### src/rtl/inst_fetch_unit_pkg.sv
// Shared definitions for the instruction fetch stage: FSM encodings, PC select codes, defaults.
package inst_fetch_unit_pkg;

    localparam int unsigned INST_W       = 32;
    localparam int unsigned MEM_LAT_MAX  = 3;
    localparam int unsigned CNT_W        = $clog2(MEM_LAT_MAX);
    localparam logic [31:0] PC_RESET_DEF = 32'h0000_0000;
    localparam int unsigned PC_INC_DEF   = 4;

    typedef enum logic [1:0] {
        ST_IDLE = 2'd0,
        ST_REQ  = 2'd1,
        ST_WAIT = 2'd2,
        ST_HOLD = 2'd3
    } fetch_state_e;

    typedef enum logic [1:0] {
        PC_SEL_HOLD  = 2'd0,
        PC_SEL_INC   = 2'd1,
        PC_SEL_REDIR = 2'd2
    } pc_sel_e;

endpackage

### src/rtl/inst_fetch_unit_if.sv
// Instruction BRAM port plus the fetched-word handshake towards the decoder.
interface inst_fetch_unit_if #(
    parameter int unsigned ADDR_W = 32
);
    import inst_fetch_unit_pkg::*;

    logic                imem_en;
    logic [ADDR_W-1:0]   imem_addr;
    logic [INST_W-1:0]   imem_rdata;
    logic [INST_W-1:0]   inst;
    logic [ADDR_W-1:0]   inst_pc;
    logic                inst_valid;
    logic                inst_ready;

    // master = fetch unit, slave = BRAM + consumer side
    modport master (
        output imem_en, imem_addr, inst, inst_pc, inst_valid,
        input  imem_rdata, inst_ready
    );

    modport slave (
        input  imem_en, imem_addr, inst, inst_pc, inst_valid,
        output imem_rdata, inst_ready
    );

endinterface

### src/rtl/inst_fetch_unit_pc_next.sv
// Next-PC selection: hold, sequential increment (wraps mod 2^ADDR_W) or word-aligned redirect.
module inst_fetch_unit_pc_next
    import inst_fetch_unit_pkg::*;
#(
    parameter int unsigned ADDR_W = 32,
    parameter int unsigned PC_INC = PC_INC_DEF
) (
    input  pc_sel_e             sel_i,
    input  logic [ADDR_W-1:0]   pc_i,
    input  logic [ADDR_W-1:0]   redirect_pc_i,
    output logic [ADDR_W-1:0]   next_pc_c_o
);

    localparam logic [ADDR_W-1:0] ALIGN_MASK = ~ADDR_W'(3);

    always_comb begin
        next_pc_c_o = pc_i;
        case (sel_i)
            PC_SEL_INC:   next_pc_c_o = pc_i + ADDR_W'(PC_INC);
            PC_SEL_REDIR: next_pc_c_o = redirect_pc_i & ALIGN_MASK;
            default:      next_pc_c_o = pc_i;
        endcase
    end

endmodule

### src/rtl/inst_fetch_unit.sv
// Fetch stage: owns the PC, issues one BRAM read per instruction, absorbs read latency
// and holds the fetched word for the decoder until a stepped hand-off or a redirect.
module inst_fetch_unit
    import inst_fetch_unit_pkg::*;
#(
    parameter int unsigned       ADDR_W   = 32,
    parameter logic [ADDR_W-1:0] PC_RESET = ADDR_W'(PC_RESET_DEF),
    parameter int unsigned       PC_INC   = PC_INC_DEF,
    parameter int unsigned       MEM_LAT  = 1
) (
    input  logic                clk,
    input  logic                rst,
    input  logic                step,
    input  logic                redirect,
    input  logic [ADDR_W-1:0]   redirect_pc,
    inst_fetch_unit_if.master   bus
);

    localparam logic [CNT_W-1:0] CNT_LOAD = CNT_W'(MEM_LAT - 1);

    fetch_state_e        state_q, state_d;
    pc_sel_e             pc_sel;
    logic [ADDR_W-1:0]   pc_q, pc_d;
    logic [CNT_W-1:0]    cnt_q, cnt_d;
    logic [INST_W-1:0]   inst_q, inst_d;
    logic [ADDR_W-1:0]   inst_pc_q, inst_pc_d;
    logic                valid_q, valid_d;
    logic                imem_en_q, imem_en_d;
    logic                handoff;

    assign handoff = valid_q & bus.inst_ready & step;

    inst_fetch_unit_pc_next #(
        .ADDR_W (ADDR_W),
        .PC_INC (PC_INC)
    ) u_pc_next (
        .sel_i         (pc_sel),
        .pc_i          (pc_q),
        .redirect_pc_i (redirect_pc),
        .next_pc_c_o   (pc_d)
    );

    // FSM state register
    always_ff @(posedge clk) begin
        if (rst) begin
            state_q <= ST_IDLE;
        end else begin
            state_q <= state_d;
        end
    end

    // Next state; redirect overrides every other transition
    always_comb begin
        state_d = state_q;
        if (redirect) begin
            state_d = ST_REQ;
        end else begin
            case (state_q)
                ST_IDLE: if (step) state_d = ST_REQ;
                ST_REQ:  state_d = ST_WAIT;
                ST_WAIT: if (cnt_q == '0) state_d = ST_HOLD;
                ST_HOLD: if (handoff) state_d = ST_REQ;
                default: state_d = ST_IDLE;
            endcase
        end
    end

    // Datapath next values; a redirect drops any in-flight read instead of capturing it
    always_comb begin
        pc_sel    = PC_SEL_HOLD;
        cnt_d     = cnt_q;
        inst_d    = inst_q;
        inst_pc_d = inst_pc_q;
        valid_d   = valid_q;
        if (redirect) begin
            pc_sel  = PC_SEL_REDIR;
            valid_d = 1'b0;
        end else begin
            case (state_q)
                ST_REQ: cnt_d = CNT_LOAD;
                ST_WAIT: begin
                    if (cnt_q == '0) begin
                        inst_d    = bus.imem_rdata;
                        inst_pc_d = pc_q;
                        valid_d   = 1'b1;
                    end else begin
                        cnt_d = cnt_q - CNT_W'(1);
                    end
                end
                ST_HOLD: begin
                    if (handoff) begin
                        pc_sel  = PC_SEL_INC;
                        valid_d = 1'b0;
                    end
                end
                default: ;
            endcase
        end
        imem_en_d = (state_d == ST_REQ);
    end

    always_ff @(posedge clk) begin
        if (rst) begin
            pc_q      <= PC_RESET;
            cnt_q     <= '0;
            inst_q    <= '0;
            inst_pc_q <= '0;
            valid_q   <= 1'b0;
            imem_en_q <= 1'b0;
        end else begin
            pc_q      <= pc_d;
            cnt_q     <= cnt_d;
            inst_q    <= inst_d;
            inst_pc_q <= inst_pc_d;
            valid_q   <= valid_d;
            imem_en_q <= imem_en_d;
        end
    end

    assign bus.imem_en    = imem_en_q;
    assign bus.imem_addr  = pc_q;
    assign bus.inst       = inst_q;
    assign bus.inst_pc    = inst_pc_q;
    assign bus.inst_valid = valid_q;

endmodule
### src/flat_wrapper.sv
// flat-port wrapper written by rule: the top's interface ports become plain ports
module inst_fetch_unit_flat import inst_fetch_unit_pkg::*;
#(
    parameter int unsigned       ADDR_W   = 32,
    parameter logic [ADDR_W-1:0] PC_RESET = ADDR_W'(PC_RESET_DEF),
    parameter int unsigned       PC_INC   = PC_INC_DEF,
    parameter int unsigned       MEM_LAT  = 1
)
  (clk, rst, step, redirect, redirect_pc, bus_imem_en, bus_imem_addr, bus_inst, bus_inst_pc, bus_inst_valid, bus_imem_rdata, bus_inst_ready);
  inst_fetch_unit_if #(.ADDR_W(ADDR_W)) bus_i ();
  input  logic clk;
  input  logic rst;
  input  logic step;
  input  logic redirect;
  input  logic [ADDR_W-1:0] redirect_pc;
  output wire logic [$bits(bus_i.imem_en)-1:0] bus_imem_en;
  output wire logic [$bits(bus_i.imem_addr)-1:0] bus_imem_addr;
  output wire logic [$bits(bus_i.inst)-1:0] bus_inst;
  output wire logic [$bits(bus_i.inst_pc)-1:0] bus_inst_pc;
  output wire logic [$bits(bus_i.inst_valid)-1:0] bus_inst_valid;
  input wire logic [$bits(bus_i.imem_rdata)-1:0] bus_imem_rdata;
  input wire logic [$bits(bus_i.inst_ready)-1:0] bus_inst_ready;
  assign bus_imem_en = bus_i.imem_en;
  assign bus_imem_addr = bus_i.imem_addr;
  assign bus_inst = bus_i.inst;
  assign bus_inst_pc = bus_i.inst_pc;
  assign bus_inst_valid = bus_i.inst_valid;
  assign bus_i.imem_rdata = bus_imem_rdata;
  assign bus_i.inst_ready = bus_inst_ready;
  inst_fetch_unit #(.ADDR_W(ADDR_W), .PC_RESET(PC_RESET), .PC_INC(PC_INC), .MEM_LAT(MEM_LAT)) u_core (.clk(clk), .rst(rst), .step(step), .redirect(redirect), .redirect_pc(redirect_pc), .bus(bus_i));
endmodule
### config.mk
export PLATFORM = sky130hd
export DESIGN_NAME = inst_fetch_unit_flat
export DESIGN_NICKNAME = d
export VERILOG_FILES = /design/src/rtl/inst_fetch_unit_pkg.sv /design/src/rtl/inst_fetch_unit_if.sv /design/src/rtl/inst_fetch_unit_pc_next.sv /design/src/rtl/inst_fetch_unit.sv /design/src/flat_wrapper.sv
export SDC_FILE = /design/constraint.sdc
export NUM_CORES = 1
export LEC_CHECK = 0
export ABC_AREA = 1
export ABC_CLOCK_PERIOD_IN_PS = 1950
export BUFFER_PORTS_ARGS = -buffer_cell sky130_fd_sc_hd__buf_2
export CAP_MARGIN = 25
export CORE_MARGIN = 8
export CORE_UTILIZATION = 49
export CTS_BUF_LIST = sky130_fd_sc_hd__clkbuf_16
export CTS_CLUSTER_DIAMETER = 40
export CTS_CLUSTER_SIZE = 8
export DETAILED_ROUTE_END_ITERATION = 10
export HOLD_SLACK_MARGIN = 0.02
export PLACE_DENSITY = 0.79
export SLEW_MARGIN = 5
export SYNTH_ARGS = -nofsm -noshare
export SYNTH_HDL_FRONTEND = slang
export SYNTH_SLANG_ARGS = --single-unit
### constraint.sdc
create_clock -name clk -period 1.95 [get_ports clk]
set_clock_uncertainty 0.1 [all_clocks]
set_input_delay 0 -clock clk [delete_from_list [all_inputs] [get_ports clk]]
set_output_delay 0 -clock clk [all_outputs]
set_load 0.03 [all_outputs]
==> results.md <==
- Max Root-Sink Buffers: 2
- NetSw: 1.33 mW
- Die outline area: 12500 µm²
- PwrDens: between 700 and 800 nW/µm²
- CP Class: flip-flop to flip-flop
- Antenna violations before repair: 0
- Antenna viol nets, final: 0
- Yosys warning total: 0
- Switching part of the total: between 20% and 30%
- Crit share post-route: 87.0%
- Area post-placement: between 5000 and 6000 µm²
- Post-Syn Area per Cell: 6.95 µm²
- Share of layout cells above drive strength 1: 24.6%
- Final Hold Fails: 0
- Initial drt markers: approximately 330
- R2r startpoint: u_core.bus.inst_valid
- Non-filler cells in the finished layout: 984
- Clk sinks: between 90 and 100
- Crit end category: flip-flop
- Crit Path Max Fanout: 18
- Post-route cell area: around 6400 µm²
- Setup ws final: roughly 250 ps
- Depth of the most critical reg-to-reg path: 7
- Final WL: 14900 µm
- Layout area overhead: 41.0%
- GRT Total Usage: between 20% and 30%
- CTS tree: done
- Post-Place Worst Slack: 289 ps
- Power share of the sequential group: 47.1%
- IO Count: 167
- Internal power: 3.25 mW
- CP arrival: around 1900 ps
- Max Cap Viol: 0
- Max-slew violation total from the final report: 0
- DR pass1 iterations: 5
- R2R Setup Slk: 250 ps
- RSZ-0062 raised after global routing: no
- Crit path launch: u_core.bus.inst_valid
- Register area share after synthesis: between 40 and 50%
- Cells after Synth: 650
- Die Y: 112 µm
- Hold WC Path Type: input pin to flip-flop
- H-tree Lvls: 3
- Clock share of power: 37.6%
- Total grt overflow: 0
- Starting Density: 49.6%
- Clock-pin slew on the worst setup and hold paths: 70 ps
- Vias in the first global route: about 4900
- Sum of negative setup slack: 0 ps
- Clock Tree Root: clkbuf_16
- CP required: 2130 ps
- Synth Cell Area: 4520 µm²
- Count of final setup violators: 0
- CTS buffer count: 9
- Hpwl dp: 10100 µm
- Startpoint Class: flip-flop
- CP endpoint: u_core.bus.imem_addr[31]
- Global-route wire length before repair: 24000 µm
- Status: finished clean
- Worst VDD drop: 0.554 mV
- Cell variety after synth: 30
- Final #Nets: 939
- Count of state elements after synthesis: just under 100
- Vias/cell: 5.16
- Die width: 112 µm
- Routed WL per cell: around 15 µm
- WHS Path Cells: 3
- IO Port Bufs: 160
- Post-layout min period: approximately 1700 ps
- Combinational group share of total power: 15.3%
- Drt drc: 0
- Achievable Freq: ~600 MHz
- Leak: 3.15 nW
- Core ar.: a little over 9000 µm²
- Routability cong.: 0.872
- R2r endpoint: u_core.bus.imem_addr[31]
- Worst-Skew Late Latency: 340 ps
- N_diodes: 0
- Via Count: slightly above 5000
- Placed Instances: about 900
- FP Rows: 35
- Largest net degree at the start of global routing: 59
[how the worst min path moves through the flow]
stage	end	from
floorplan	u_core.bus.inst[0]	bus_imem_rdata[0]
global placement	u_core.bus.inst[13]	bus_imem_rdata[13]
detailed placement	u_core.bus.inst[3]	bus_imem_rdata[3]
CTS	u_core.bus.inst_pc[18]	rst
global route	u_core.bus.imem_addr[15]	rst
finish	u_core.bus.imem_addr[15]	rst
[kinds of logic after synthesis]
family	share of synthesized area, %
and+or+nand+nor	28.6
AOI/OAI and AO/OA	15.9
buffers and inverters	9.50
DFF	43.4
xor gates and xnor gates	1.94
adders and majority gates	0.554
other	0.0830
[critical path: stages, from the launching register on]
cell     delay (ps)
dfxtp_1         350
nand2_1          70
nor2_1          170
nand2_2         150
nor2_2          210
buf_4           290
nand3_1         140
a21oi_1         140
[routing by layer]
layer / global-route usage [%] / wire, µm
met1: 26.0 / 5820
met2: 40.2 / 7280
met3: 8.48 / 1460
met4: 7.46 / 305
met5: 0 / 0
[power groups by stage]
stage / clock network [mW] / registers [mW] / logic [mW]
finish: 1.72 / 2.16 / 0.702
detailed placement: 0 / 2.20 / 0.588
CTS: 1.75 / 2.16 / 0.695
global route: 1.83 / 2.17 / 0.763
global placement: 0 / 2.20 / 0.576
floorplan: 0 / 2.34 / 0.229
[cell usage in the layout, fill, tap and decap left out]
cell           instances
inv_6                  2
buf_2                160
o21a_1                 1
ha_1                   2
buf_4                  9
nor2_4                 9
inv_8                  1
a211oi_1               1
clkinv_2               1
nand3_1               32
o21ai_1                1
nor3_1                 3
conb_1                 4
inv_2                  5
buf_12                 3
and3_1                 1
dlygate4sd3_1         67
nand2_2                4
xnor2_1                1
a31oi_1                3
o211ai_1               1
clkinv_4               3
nand4_1                2
xor2_1                 9
nor2_1               120
clkbuf_16              9
a21oi_1               47
nand2_1              119
nor2_2                 6
nor2_8                 1
o21ai_0               87
inv_1                 59
nand2_4                2
dfxtp_1               98
[repair_timing]
action                                  in CTS  in global routing
endpoints found under the setup margin       0                  0
setup buffers                                0                  0
hold buffers                                67                  0
endpoints found under the hold margin       63                  0
resized for setup                            0                  0
[per-stage QoR]
stage / power, mW / util, % / hold WS [ps]
finish: 4.58 / 69.9 / 47.9
global route: 4.76 / 69.9 / 60.1
CTS: 4.60 / 69.9 / 30.2
detailed placement: 2.79 / 59.4 / 126
global placement: 2.77 / 59.4 / 122
floorplan: 2.57 / - / 34.9
[cell type report]
| class | instances | area [µm²] |
|---|---|---|
| clock buffers | 9 | 225 |
| clock inverters | 7 | 60.1 |
| fillers | 723 | 2740 |
| inverters | 64 | 240 |
| multi-input cells | 456 | 2140 |
| flip-flops and latches | 98 | 1960 |
| well taps | 111 | 139 |
| repair buffers | 239 | 1600 |
[cell usage after synthesis, drive strengths merged]
master	count	area (µm²)
ha	2	25.0
nand4	2	12.5
a31oi	3	18.8
dfxtp	98	1960
o21a	1	7.51
nor3	3	15.0
clkbuf	17	63.8
nand3	32	160
a211oi	1	7.51
and3	1	6.26
a21oi	47	235
xnor2	1	8.76
nor2	136	604
conb	1	3.75
nand2	125	494
inv	64	240
o21ai	88	440
xor2	9	78.8
buf	18	125
o211ai	1	7.51
[registers in the layout (all words and copies together) (netlist names)]
register               flops
u_core.bus.inst           32
u_core.bus.imem_addr      30
u_core.bus.inst_pc        30
u_core.cnt_q               2
u_core.state_q             2
u_core.bus.imem_en         1
u_core.bus.inst_valid      1
Note: power is estimated with default switching activity, not from simulation.
